File: src/rtl/bcd_countdown_timer_pkg.sv
// Shared types and constants for the BCD countdown timer.
package bcd_countdown_timer_pkg;

  typedef enum logic [1:0] {
    IDLE   = 2'd0,
    COUNT  = 2'd1,
    PAUSED = 2'd2,
    DONE   = 2'd3
  } timer_state_t;

  localparam logic [3:0] BCD_MAX      = 4'd9;
  localparam logic [3:0] BCD_ZERO     = 4'd0;
  localparam logic [3:0] SEC_TENS_MAX = 4'd5;

  // True when a keypad code is a legal decimal digit.
  function automatic logic is_bcd(input logic [3:0] v);
    return (v <= BCD_MAX);
  endfunction

endpackage

File: src/rtl/bcd_countdown_timer_digit.sv
// One BCD digit of the countdown: shiftable for keypad entry, clearable,
// and decrementing with borrow propagation toward the more significant digit.
module bcd_digit_down
  import bcd_countdown_timer_pkg::*;
(
  input  logic       clock,
  input  logic       clearn,
  input  logic       load,
  input  logic [3:0] shift_in,
  input  logic       clear,
  input  logic       borrow_in,
  input  logic [3:0] reload,
  output logic [3:0] value,
  output logic       borrow_out
);

  // Digit register: clear beats load, load beats decrement.
  always_ff @(posedge clock or negedge clearn) begin
    if (!clearn) begin
      value <= '0;
    end else if (clear) begin
      value <= BCD_ZERO;
    end else if (load) begin
      value <= shift_in;
    end else if (borrow_in) begin
      value <= (value == BCD_ZERO) ? reload : (value - 4'd1);
    end
  end

  // A borrow passes through only when this digit has to wrap.
  always_comb begin
    borrow_out = borrow_in & (value == BCD_ZERO);
  end

endmodule

File: src/rtl/bcd_countdown_timer.sv
// MM:SS countdown timer: keypad digits shift in from the right, a start
// press counts down once per tick, door-open or stop pauses, done pulses
// for one cycle when the count reaches 00:00.
module bcd_countdown_timer
  import bcd_countdown_timer_pkg::*;
#(
  parameter logic [3:0] SEC_TENS_RELOAD = SEC_TENS_MAX,
  parameter logic [3:0] DIGIT_RELOAD    = BCD_MAX
) (
  input  logic       clock,
  input  logic       clearn,
  input  logic [3:0] d,
  input  logic       loadn,
  input  logic       pgt_1hz,
  input  logic       startn,
  input  logic       stopn,
  input  logic       door_closed,
  output logic [3:0] min_tens,
  output logic [3:0] min_ones,
  output logic [3:0] sec_tens,
  output logic [3:0] sec_ones,
  output logic       running,
  output logic       zero,
  output logic       done
);

  timer_state_t state, next_state;

  logic loadn_q, startn_q, stopn_q, pgt_q;
  logic load_ev, start_ev, stop_ev, tick_ev;
  logic shift_en, clear_en, dec_en, done_set, one_left;
  logic so_borrow, st_borrow, mo_borrow, mt_borrow;

  // Edge events from the previous-cycle copies of each input.
  always_comb begin
    load_ev  = ~loadn  & loadn_q;
    start_ev = ~startn & startn_q;
    stop_ev  = ~stopn  & stopn_q;
    tick_ev  = pgt_1hz & ~pgt_q;
  end

  // Status decoded straight from the digit registers.
  always_comb begin
    zero     = (min_tens == BCD_ZERO) && (min_ones == BCD_ZERO) &&
               (sec_tens == BCD_ZERO) && (sec_ones == BCD_ZERO);
    one_left = (min_tens == BCD_ZERO) && (min_ones == BCD_ZERO) &&
               (sec_tens == BCD_ZERO) && (sec_ones == 4'd1);
  end

  // Decrement only in COUNT when no higher-priority event is present and
  // there is something left to count.
  always_comb begin
    dec_en = (state == COUNT) & ~stop_ev & door_closed & tick_ev & ~zero;
  end

  // Next-state and digit control; priority stop > door open > start > tick.
  always_comb begin
    next_state = state;
    shift_en   = 1'b0;
    clear_en   = 1'b0;
    done_set   = 1'b0;
    unique case (state)
      IDLE: begin
        if (stop_ev) begin
          next_state = IDLE;
        end else if (start_ev && door_closed && !zero) begin
          next_state = COUNT;
        end else if (load_ev && is_bcd(d)) begin
          shift_en = 1'b1;
        end
      end
      COUNT: begin
        if (stop_ev || !door_closed) begin
          next_state = PAUSED;
        end else if (dec_en && (one_left || mt_borrow)) begin
          // A borrow out of min_tens would be an underflow; stop there too.
          next_state = DONE;
          done_set   = 1'b1;
        end
      end
      PAUSED: begin
        if (stop_ev) begin
          next_state = IDLE;
          clear_en   = 1'b1;
        end else if (start_ev && door_closed) begin
          next_state = COUNT;
        end
      end
      DONE: begin
        if (stop_ev) begin
          next_state = IDLE;
        end else if (load_ev && is_bcd(d)) begin
          next_state = IDLE;
          shift_en   = 1'b1;
        end
      end
      default: next_state = IDLE;
    endcase
  end

  // State, registered status outputs and edge-detector history.
  always_ff @(posedge clock or negedge clearn) begin
    if (!clearn) begin
      state    <= IDLE;
      running  <= 1'b0;
      done     <= 1'b0;
      loadn_q  <= 1'b1;
      startn_q <= 1'b1;
      stopn_q  <= 1'b1;
      pgt_q    <= 1'b0;
    end else begin
      state    <= next_state;
      running  <= (next_state == COUNT);
      done     <= done_set;
      loadn_q  <= loadn;
      startn_q <= startn;
      stopn_q  <= stopn;
      pgt_q    <= pgt_1hz;
    end
  end

  bcd_digit_down u_sec_ones (
    .clock      (clock),
    .clearn     (clearn),
    .load       (shift_en),
    .shift_in   (d),
    .clear      (clear_en),
    .borrow_in  (dec_en),
    .reload     (DIGIT_RELOAD),
    .value      (sec_ones),
    .borrow_out (so_borrow)
  );

  bcd_digit_down u_sec_tens (
    .clock      (clock),
    .clearn     (clearn),
    .load       (shift_en),
    .shift_in   (sec_ones),
    .clear      (clear_en),
    .borrow_in  (so_borrow),
    .reload     (SEC_TENS_RELOAD),
    .value      (sec_tens),
    .borrow_out (st_borrow)
  );

  bcd_digit_down u_min_ones (
    .clock      (clock),
    .clearn     (clearn),
    .load       (shift_en),
    .shift_in   (sec_tens),
    .clear      (clear_en),
    .borrow_in  (st_borrow),
    .reload     (DIGIT_RELOAD),
    .value      (min_ones),
    .borrow_out (mo_borrow)
  );

  bcd_digit_down u_min_tens (
    .clock      (clock),
    .clearn     (clearn),
    .load       (shift_en),
    .shift_in   (min_ones),
    .clear      (clear_en),
    .borrow_in  (mo_borrow),
    .reload     (DIGIT_RELOAD),
    .value      (min_tens),
    .borrow_out (mt_borrow)
  );

endmodule
File: config.mk
export PLATFORM = sky130hd
export DESIGN_NAME = bcd_countdown_timer
export DESIGN_NICKNAME = d
export VERILOG_FILES = /design/src/rtl/bcd_countdown_timer_pkg.sv /design/src/rtl/bcd_countdown_timer_digit.sv /design/src/rtl/bcd_countdown_timer.sv
export SDC_FILE = /design/constraint.sdc
export NUM_CORES = 1
export LEC_CHECK = 0
export ABC_AREA = 1
export CAP_MARGIN = 10
export CORE_MARGIN = 3
export CORE_UTILIZATION = 41
export DETAILED_ROUTE_END_ITERATION = 8
export DONT_BUFFER_PORTS = 1
export GPL_ROUTABILITY_DRIVEN = 0
export GPL_TIMING_DRIVEN = 0
export PLACE_DENSITY = 0.65
export SETUP_SLACK_MARGIN = 0.5
export SLEW_MARGIN = 20
export SYNTH_ARGS = -nofsm -noshare
export SYNTH_HDL_FRONTEND = slang
export SYNTH_SLANG_ARGS = --single-unit
File: constraint.sdc
create_clock -name clock -period 5.1 [get_ports clock]
set_input_delay 1.53 -clock clock [delete_from_list [all_inputs] [get_ports clock]]
set_output_delay 1.53 -clock clock [all_outputs]
set_load 0.05 [all_outputs]
* After elaboration in Yosys (flattened, before gate mapping)
Cells that the tools add are included.
Operators by class: $lt $le $gt $ge 1, mux-type cells 35, div/mod/pow operators 0, equality and inequality tests 5, bitwise logic cells 18, $add $sub $neg 4, shift operators 0, reduce and logical (&&, ||, !) cells 21, multipliers 0
Operators with widths (count):
- 4-bit two-way mux | 16
- 4-bit logical NOT | 4
- 2-bit two-way mux | 8
- 4-bit by 1-bit subtractor with 4-bit output, second input constant | 4
- 1-bit AND | 12
- 3-bit nonzero test | 4
- 1-bit two-way mux | 9
- 1-bit logical AND | 8
- 2-bit one-hot mux with 4 select lines | 1
- 1-bit NOT | 6
- 2-bit by 1-bit == test with 1-bit output, second input constant | 2
- 2-bit == test, second input constant | 2
- 4-bit by 1-bit == test with 1-bit output, second input constant | 1
- 4-bit less-or-equal comparator, second input constant | 1
- 1-bit logical NOT | 2
- 2-bit logical NOT | 1
- 1-bit logical OR | 2
- 1-bit one-hot mux with 2 select lines | 1
Storage, ports and cells: register bits after elaboration 24, memory bits (read-only) 0, output and inout bits 19, input port bits 11, memories 0, latch bits 0, bits in writable memories 0, logic and storage cells 95

* Depth between registers and ports, before layout
Gate-level depths: netlist of run 1.
depth in word-level cells 17, mapped depth 14, depth with buffers taken out 13

* Cells and area by module
Synthesis of run 1 repeated with hierarchy kept, for this count alone.
Unflattened totals: cell total of the unflattened synthesis 302, area total of the unflattened synthesis 2064.5 µm²
By module, submodules not included:
- bcd_digit_down | sequential area each 100.1 µm², area an instance 366.6 µm², cells an instance 54, times used 4
- bcd_countdown_timer | sequential area each 203.9 µm², area an instance 598.1 µm², cells an instance 86, times used 1

* Worst setup path before layout of run 1
OpenSTA, ideal clock, no wires.
path kind register to output, start reg u_min_ones.value[0], end out zero, data required time 3.570 ns, data arrival time 1.447 ns, stages on the path, launching flop included 6, setup slack 2.123 ns, path buffers 0, cell sequence dfrtp_1 nor2_4 nand2_2 nor2_4 nand3_2 inv_1
On the way: cells in the longest elaborated chain, start to end 4
RTL lines:
- start: declaration | line bcd_countdown_timer_digit.sv:13 | output logic [3:0] value,
- start signal: assignment | line bcd_countdown_timer_digit.sv:24 | value <= shift_in;
- start signal: assignment | line bcd_countdown_timer_digit.sv:26 | value <= (value == BCD_ZERO) ? reload : (value - 4'd1);
- 4-bit logical NOT | line bcd_countdown_timer.sv:44 | zero = (min_tens == BCD_ZERO) && (min_ones == BCD_ZERO) &&
- 1-bit logical AND (2 in a row) | line bcd_countdown_timer.sv:44
- 1-bit logical AND | line bcd_countdown_timer.sv:45 | (sec_tens == BCD_ZERO) && (sec_ones == BCD_ZERO);
- end: declaration | line bcd_countdown_timer.sv:23 | output logic zero,
Every way passes these cells.

* Worst setup path in the final report of run 1
start reg u_sec_tens.value[0], end out zero
On the way: cells in the longest elaborated chain, start to end 3
RTL lines (line):
- start: declaration | bcd_countdown_timer_digit.sv:13
- start signal: assignment | bcd_countdown_timer_digit.sv:24
- start signal: assignment | bcd_countdown_timer_digit.sv:26
- 4-bit logical NOT | bcd_countdown_timer.sv:45
- 1-bit logical AND | bcd_countdown_timer.sv:44
- 1-bit logical AND | bcd_countdown_timer.sv:45
Every way passes these cells.

==> flow_summary.yaml, run 1 <==
clock_tree:
  clock_sinks: 24
  clockBufferDepth: 2
  clock_latency_ns: 0.27
  cts_root_buf: "clkbuf_8"
  cts_setup_buffers: 0
  cts.clk_slew.worst_paths_ns: 0.09
  postCtsResizedCells: 0
  h-tree-depth: 1
  cts_hold_buf: 0
  cts_buffers: 3
  cts_tree: "built"
layout:
  final_util_pct: 47.2
  multi_input_area_um2: 942
  num_antenna_cells: 0
  fin_nets: 272
  final_layout_size_suffix_gt1_share_pct: 12.9
  seq_area_um2: 604
  area_growth_syn_to_layout_pct: 6.80
  fill_cells: 392
detailed_routing:
  highest_layer: "met4"
  wl_per_cell_um: 12.3
  wirelength_um: 3720
  wl_met2_um: 1660
  vias_per_cell: 4.90
  drt-pass1-iter-count: 4
  routed-wl-met3_um: 188
  antenna_left: 0
  vias: 1484
  route.detailed.drc: 0
  wl_met1_um: 1850
  dr.first_iter.drc_count: 82
floorplan:
  die_area_um2: 4930
  core_um2: 3830
  std_cell_rows: 22
  initial_core_util_pct: 44.2
  ios: 30
  fp.dieH_um: 70.2
  die_w_um: 70.2
grt:
  grt_pass1_vias: 1419
  grt_usage_pct: 15.7
  antenna_found_initial: 0
  grt-ovfl-total: 0
  grt_pass1_wl_um: 6380
  grt_max_degree: 25
worst_setup_path:
  startpoint_type: "flop"
  critical_path.cell_chain: "nor2_2 > nand2_1 > nor2_2 > nand3_2 > inv_1"
  critPathTopFamily: "flip-flops"
  max_stage_delay_ns: 0.64
  worst_ep_arrival_time_ns: 1.89
  slowest_stage: "dfrtp_1"
  cp.buffers_inverters: 1
  critPathMaxFanout: 7
  path_class: "reg -> out"
  required_ns: 3.57
  path_common_cell: "nor2_2"
  end_kind: "output pin"
placement:
  place_hpwl_um: 2810
  io_buffers: 0
synth:
  synth_area_um2: 1690
  syn_nets: 267
  synthAdderAreaFrac_pct: 3.70
  avgSynthCellArea_um2: 6.74
  synth_xor_xnor_area_share_pct: 0.518
  synth-seq-cells: 24
  seq_area_frac_synth_pct: 35.7
  synth_warnings: 0
  synth_compound_area_share_pct: 5.92
  synth.distinct_cells: 27
  synth_mux_area_share_pct: 0
  netlist_instances: 251
  synthSimpleGateAreaFrac_pct: 45.6
  synth_top_family_by_area: "simple AND/OR/NAND/NOR gates"
power:
  vdd_drop_max_v: 0.000359
  power_density_nw_per_um2: 600
  p_leak_nw: 1.02
timing:
  hold_ws_ns: 0.747
  slew_headroom_pct: 55.2
  fin_crit_sh_pct: 67.1
  fmax_mhz: 292
  finalCriticalPeriod_ns: 3.42
  worstMarginPinSlew_ns: 0.673
  skew_ns: 0.00960
  rsz0062_at_grt: "no"
  slew_viol_final: 0
  finalSetupViolations: 0
  hold_viol_final: 0
  setup_tns_ns: 0
status:
  status: "complete, no violations"
job:
  maxCapViolCount: 0
min_path:
  hold_class: "reg -> reg"
[per-stage QoR]
step | total power [mW] | cell area, um^2 | setup WS, ns | cells
3_3_place_gp | 0.950 | 1750 | 1.98 | 299
4_1_cts | 1.09 | 1810 | 1.66 | 303
3_5_place_dp | 0.958 | 1750 | 1.97 | 299
5_1_grt | 1.18 | 1810 | 1.56 | 303
6_report | 1.08 | 1810 | 1.68 | 303
2_1_floorplan | 0.873 | 1690 | 2.12 | 251
[synthesized netlist by cell type (all sizes together)]
| master | instances | share of area [%] |
|---|---|---|
| dfstp | 3 | 4.7 |
| nor2 | 17 | 5.5 |
| inv | 28 | 6.2 |
| clkbuf | 2 | 0.44 |
| a21oi | 4 | 2.1 |
| xnor2 | 1 | 0.52 |
| and3 | 1 | 0.37 |
| o21ai | 10 | 3.0 |
| nor3 | 2 | 1.3 |
| buf | 4 | 1.9 |
| nand3b | 1 | 0.44 |
| a21boi | 1 | 0.44 |
| dfrtp | 21 | 31 |
| nand3 | 23 | 7.1 |
| ha | 5 | 3.7 |
| o211ai | 1 | 0.44 |
| nand2 | 117 | 27 |
| nand4 | 10 | 3.7 |
[path summary, 6_finish.rpt]
path / to / depth (start not counted) / startpoint / slack [ns]
max in group asynchronous: loadn_q / 0 / clearn / 3.97
worst min-delay path: state[1] / 6 / state[1] / 0.75
worst max register to register: u_sec_ones.value[0] / 13 / u_sec_tens.value[0] / 2.84
worst min register to register: state[1] / 6 / state[1] / 0.75
min in group asynchronous: u_min_tens.value[1] / 0 / clearn / 0.94
worst max-delay path: zero / 5 / u_sec_tens.value[0] / 1.68
[area by class of cell]
cell class,count,share of cell area (%)
buffer,6,2.22
clock buffer,4,3.05
inverter,28,5.82
multi-input combinational,193,52.1
sequential,24,33.4
tap,48,3.32
[flip-flops by register name, summed over array words and instances, names as in the netlist, 2 cells and up]
signal,flops
u_sec_ones.value,4
u_sec_tens.value,4
u_min_ones.value,4
u_min_tens.value,4
state,2
[worst register-to-register path, delay by kind of cell (launching register included)]
kind / cells / cell delay [ns]
and+or+nand+nor: 12 / 1.28
buffers and inverters: 1 / 0.15
DFF: 1 / 0.77
[layer usage]
| layer | track usage [%] | vias to the layer above |
|---|---|---|
| met4 | 2.55 | 0 |
| li1 | - | 794 |
| met2 | 25.5 | 35 |
| met5 | 0 | - |
| met1 | 21.5 | 653 |
| met3 | 3.88 | 2 |
[cell families after synthesis]
kind of cell,count (synthesis)
AOI/OAI and AO/OA,16
adders and majority gates,5
and+or+nand+nor,171
xor gates and xnor gates,1
buffers and inverters,34
DFF,24
[report_power, final]
group / total [mW] / leakage (nW) / switching [mW] / internal [mW]
clock: 0.130 / 0.0288 / 0.0610 / 0.0689
combinational: 0.403 / 0.683 / 0.247 / 0.156
sequential: 0.552 / 0.305 / 0.305 / 0.246
total: 1.08 / 1.02 / 0.613 / 0.471
[cell usage in the layout (no fill, tap or decap)]
master	count
nand3_1	22
nand2_2	5
o211ai_1	1
nand3b_1	1
clkbuf_1	2
nand3_2	1
nor3_1	1
o21ai_0	9
nor2_4	3
a21boi_0	1
inv_1	24
buf_6	2
nand2_4	1
nor2_2	3
clkbuf_8	4
nor2_1	11
buf_2	2
inv_2	4
dfstp_2	3
ha_1	5
o21ai_1	1
xnor2_1	1
nand2_1	111
a21oi_2	4
and3_1	1
nor3_4	1
dfrtp_1	21
nand4_1	10
(Power assumes the default switching activity.)
==> run 2, diff against run 1 <==
Settings changed: ABC_AREA 1 to 0, PLACE_DENSITY 0.65 to 0.67.
Clock period 5.1 ns to 2.9 ns, I/O delays scaled along.
==> flow_summary.yaml, run 2 <==
floorplan:
  die_area_um2: 4370
  die_w_um: 66.1
  initial_core_util_pct: 43.3
  ios: 30
  core_um2: 3420
  fp.dieH_um: 66.1
  std_cell_rows: 21
layout:
  fill_cells: 328
  final_util_pct: 48.1
  final_common_cell: "nand2_1"
  layout.cell_area.non_filler_um2: 1640
  area_growth_syn_to_layout_pct: 11.0
  final_layout_size_suffix_gt1_share_pct: 23.9
  final_cell_mix: "nand2_1 (13), nor2_1 (12), dfrtp_2 (10), dfrtp_1 (9), a31oi_1 (8)"
  fin_nets: 180
  layoutNonFillerInstCount: 209
  num_antenna_cells: 0
grt:
  grt_max_degree: 25
  antenna_found_initial: 0
  grt_usage_pct: 17.7
  grt_pass1_wl_um: 6010
  grt-ovfl-total: 0
  grt_pass1_vias: 1281
power:
  switching_share_pct: 54.7
  seqPwrFrac_pct: 63.4
  cell_internal_pwr_mw: 0.783
  p_leak_nw: 0.615
  comb_power_share_pct: 26.1
  vdd_drop_max_v: 0.000376
  p_clk_share_pct: 10.5
  power_mw: 1.73
  power_density_nw_per_um2: 1050
  p_switching_mw: 0.945
status:
  violations: "setup timing"
  status: "complete, but fails checks"
clock_tree:
  cts_buffers: 3
  clockBufferDepth: 2
  cts.clk_slew.worst_paths_ns: 0.14
  clock_sinks: 24
  cts_tree: "built"
  cts_hold_buf: 0
  clock_latency_ns: 0.33
  h-tree-depth: 1
  cts_root_buf: "clkbuf_4"
synth:
  synth_area_um2: 1480
  synth-seq-cells: 24
  synth_edf_count: 0
  async_flop_share_pct: 100
  synth.distinct_cells: 48
  synth_top_area_share_pct: 35.5
  synth_warnings: 0
  synthTopCellsByCount: "dfrtp_1 (21), nand2_1 (13), nor2_1 (12)"
  synthFlopType: "dfrtp_1"
  seq_area_frac_synth_pct: 40.8
  avgSynthCellArea_um2: 9.49
  yosysTopAreaCell: "dfrtp_1"
  syn_nets: 172
  netlist_instances: 156
  yosysMostFrequentCell: "dfrtp_1"
  synth.area.top_cells: "dfrtp_1 (36%), dfstp_2 (5.3%), ha_1 (4.2%)"
detailed_routing:
  wirelength_um: 3710
  wl_per_cell_um: 17.7
  vias: 1307
  antenna_left: 0
  vias_per_cell: 6.25
  route.detailed.drc: 0
  drt-pass1-iter-count: 4
  dr.first_iter.drc_count: 81
timing:
  skew_ns: 0.0120
  worstMarginPinSlew_ns: 1.06
  slew_viol_final: 0
  setup_tns_ns: -2.23
  finalCriticalPeriod_ns: 3.34
  fin_crit_sh_pct: 115
  hold_ws_ns: 0.212
  hold_viol_final: 0
  setup_slack_ns: -0.441
  fmax_mhz: 299
  slew_headroom_pct: 28.7
  finalSetupViolations: 17
  rsz0062_at_grt: "yes"
worst_setup_path:
  r2r-start: "u_sec_tens.value[1]"
  r2r_cells: 7
  r2r_end: "u_min_ones.value[2]"
  end_kind: "output pin"
  path_class: "reg -> out"
  required_ns: 2.03
  worst_ep_arrival_time_ns: 2.47
  r2r_setup_slack_ns: -0.26
  critPathMaxFanout: 6
  startpoint_type: "flop"
min_path:
  hold_class: "in -> async"
placement:
  place_hpwl_um: 2660
  dp.cells: 202
  place_ws_ns: -0.352
  dpl_cell_area_um2: 1570
  io_buffers: 0
job:
  maxCapViolCount: 0
## run 2: changes by cell type after synthesis, moves of 5 or more
| cell | before | now |
|---|---|---|
| nand2_1 | 111 | 13 |
| inv_1 | 24 | 4 |
| nand3_1 | 22 | 5 |
| a31oi_1 | 0 | 8 |
| nand4_1 | 10 | 3 |
| nand2_2 | 5 | 0 |
| nor3_1 | 1 | 6 |
| o211ai_1 | 1 | 6 |
| or4_1 | 0 | 5 |
## run 2: cell families (layout without fill, tap and decap cells)
| family | after synthesis | count (layout) | share of synthesized area, % |
|---|---|---|---|
| and+or+nand+nor | 64 | 64 | 25.8 |
| buffers and inverters | 11 | 18 | 3.21 |
| DFF | 24 | 24 | 40.8 |
| adders and majority gates | 5 | 5 | 4.23 |
| AOI/OAI and AO/OA | 50 | 50 | 24.6 |
| muxes | 1 | 1 | 0.761 |
| xor gates and xnor gates | 1 | 1 | 0.592 |
## run 2: how the worst max path moves through the flow
stage / to / start
2_1_floorplan: zero / u_sec_tens.value[1]
3_5_place_dp: u_min_ones.value[2] / u_min_ones.value[3]
4_1_cts: zero / u_sec_tens.value[0]
5_1_grt: zero / u_sec_tens.value[1]
6_report: zero / u_sec_tens.value[1]
3_3_place_gp: u_min_ones.value[0] / u_min_ones.value[3]
## run 2: power groups by stage
stage          Clock (mW)  Combinational (mW)  Sequential (mW)
2_1_floorplan           0               0.355             1.02
3_3_place_gp            0               0.399             1.07
3_5_place_dp            0               0.415             1.08
4_1_cts             0.192               0.445             1.08
5_1_grt             0.204               0.494             1.12
6_report            0.181               0.451             1.09
## run 2: timing repair
item,in CTS,in global routing
setup buffers,3,0
pin swaps,4,8
setup endpoints to repair,20,20
resized for setup,4,7
## run 2: cell type report
type / instances / area (um^2) / area share, %
buffer: 7 / 51.3 / 3.12
clock buffer: 4 / 36.3 / 2.21
inverter: 4 / 15.0 / 0.914
multi-input combinational: 121 / 836 / 50.9
sequential: 24 / 624 / 38.0
tap: 46 / 57.6 / 3.50
timing repair buffer: 3 / 22.5 / 1.37
## run 2: metal layers
| layer | up-vias | track usage, % | share of wire [%] | wire [um] |
|---|---|---|---|---|
| li1 | 617 | - | - | - |
| met5 | - | 0 | 0 | 0 |
| met2 | 47 | 30.6 | 50 | 1850 |
| met1 | 637 | 20.2 | 41 | 1530 |
| met4 | 0 | 5.58 | 0.94 | 35 |
| met3 | 6 | 6.46 | 7.9 | 293 |
## run 2: worst max-delay path, cell delays in order (launching register included)
cell     delay [ns]
dfrtp_2        0.54
buf_6          0.16
or4_4          0.55
nor4_4         0.88
==> run 3, diff against run 2 <==
Settings changed: PLACE_DENSITY 0.67 to 0.53, TNS_END_PERCENT set to 20.
==> flow_summary.yaml, run 3 (same netlist as run 2, synthesis figures left out) <==
status:
  status: "complete, but fails checks"
  violations: "setup timing"
layout:
  final_common_cell: "nand2_1"
  num_antenna_cells: 0
  fin_nets: 180
  final_util_pct: 47.6
  area_growth_syn_to_layout_pct: 9.81
  fill_cells: 337
  final_layout_size_suffix_gt1_share_pct: 22.1
  layout.cell_area.non_filler_um2: 1630
  final_cell_mix: "nand2_1 (13), nor2_1 (12), dfrtp_1 (11), dfrtp_2 (10), a31oi_1 (8)"
detailed_routing:
  drt-pass1-iter-count: 4
  wirelength_um: 3600
  route.detailed.drc: 0
  vias: 1274
  dr.first_iter.drc_count: 45
  vias_per_cell: 6.10
  wl_per_cell_um: 17.2
  antenna_left: 0
floorplan:
  ios: 30
  die_w_um: 66.1
  die_area_um2: 4370
  core_um2: 3420
  std_cell_rows: 21
  initial_core_util_pct: 43.3
  fp.dieH_um: 66.1
placement:
  dpl_cell_area_um2: 1560
  io_buffers: 0
  place_hpwl_um: 2620
timing:
  hold_ws_ns: 0.225
  slew_headroom_pct: 30.7
  slew_viol_final: 0
  finalCriticalPeriod_ns: 3.35
  fmax_mhz: 299
  setup_tns_ns: -3.64
  worstMarginPinSlew_ns: 1.03
  setup_slack_ns: -0.446
  skew_ns: 0.00502
  fin_crit_sh_pct: 115
  hold_viol_final: 0
  finalSetupViolations: 17
  rsz0062_at_grt: "yes"
clock_tree:
  cts.clk_slew.worst_paths_ns: 0.13
  cts_tree: "built"
  clockBufferDepth: 2
  cts_buffers: 3
  cts_root_buf: "clkbuf_4"
  cts_hold_buf: 0
  clock_latency_ns: 0.31
  h-tree-depth: 1
  clock_sinks: 24
power:
  power_density_nw_per_um2: 1040
  p_leak_nw: 0.615
  vdd_drop_max_v: 0.000594
worst_setup_path:
  end_kind: "output pin"
  path_class: "reg -> out"
  worst_ep_arrival_time_ns: 2.48
  startpoint_type: "flop"
  critPathMaxFanout: 6
  r2r_setup_slack_ns: -0.35
  required_ns: 2.03
grt:
  grt_max_degree: 25
  grt-ovfl-total: 0
  grt_pass1_wl_um: 6090
  antenna_found_initial: 0
  grt_usage_pct: 18.2
  grt_pass1_vias: 1295
job:
  maxCapViolCount: 0
min_path:
  hold_class: "in -> async"
-- run 3: timing repair --
item | CTS | global route
resized for setup | 5 | 2
setup buffers | 3 | 0
pin swaps | 5 | 2
endpoints found under the setup margin | 20 | 20
-- run 3: final timing paths --
kind | from | end | cells past startpoint
worst max-delay path | u_sec_tens.value[0] | zero | 3
worst min-delay path | clearn | u_sec_tens.value[3] | 0
worst max register to register | u_sec_tens.value[0] | u_min_ones.value[2] | 7
worst min register to register | u_min_ones.value[0] | u_min_tens.value[0] | 2
max in group asynchronous | clearn | startn_q | 0
min in group clock | startn | startn_q | 0
-- run 3: stage by stage --
stage,instances,worst slack (ns),power [mW]
6_report,209,-0.446,1.70
5_1_grt,209,-0.507,1.81
4_1_cts,209,-0.475,1.71
3_5_place_dp,202,-0.400,1.49
3_3_place_gp,202,-0.385,1.48
2_1_floorplan,156,-0.0125,1.37
-- run 3: cell type report --
class	instances	area (um^2)	share of cell area [%]
multi-input combinational	121	832	51.2
inverter	4	15.0	0.924
buffer	7	45.0	2.77
sequential	24	617	38.0
tap	46	57.6	3.54
clock buffer	4	36.3	2.23
timing repair buffer	3	22.5	1.39
-- run 3: power by group --
| part | switching (mW) | leakage, nW | internal [mW] | total, mW |
|---|---|---|---|---|
| Clock | 0.100 | 0.0210 | 0.0767 | 0.177 |
| Sequential | 0.621 | 0.277 | 0.460 | 1.08 |
| Combinational | 0.212 | 0.318 | 0.228 | 0.441 |
-- run 3: per-layer routing --
layer | global-route usage [%] | share of wire [%] | vias to the layer above | wire, um
met1 | 24.1 | 49 | 620 | 1770
li1 | - | - | 614 | -
met5 | 0 | 0 | - | 0
met3 | 6.97 | 7.5 | 4 | 270
met2 | 27.5 | 42 | 36 | 1530
met4 | 4.82 | 0.94 | 0 | 34
-- run 3: critical path, stage by stage (launching register included) --
cell and delay (ns):
dfrtp_2 0.54, buf_6 0.16, or4_4 0.55, nor4_4 0.90
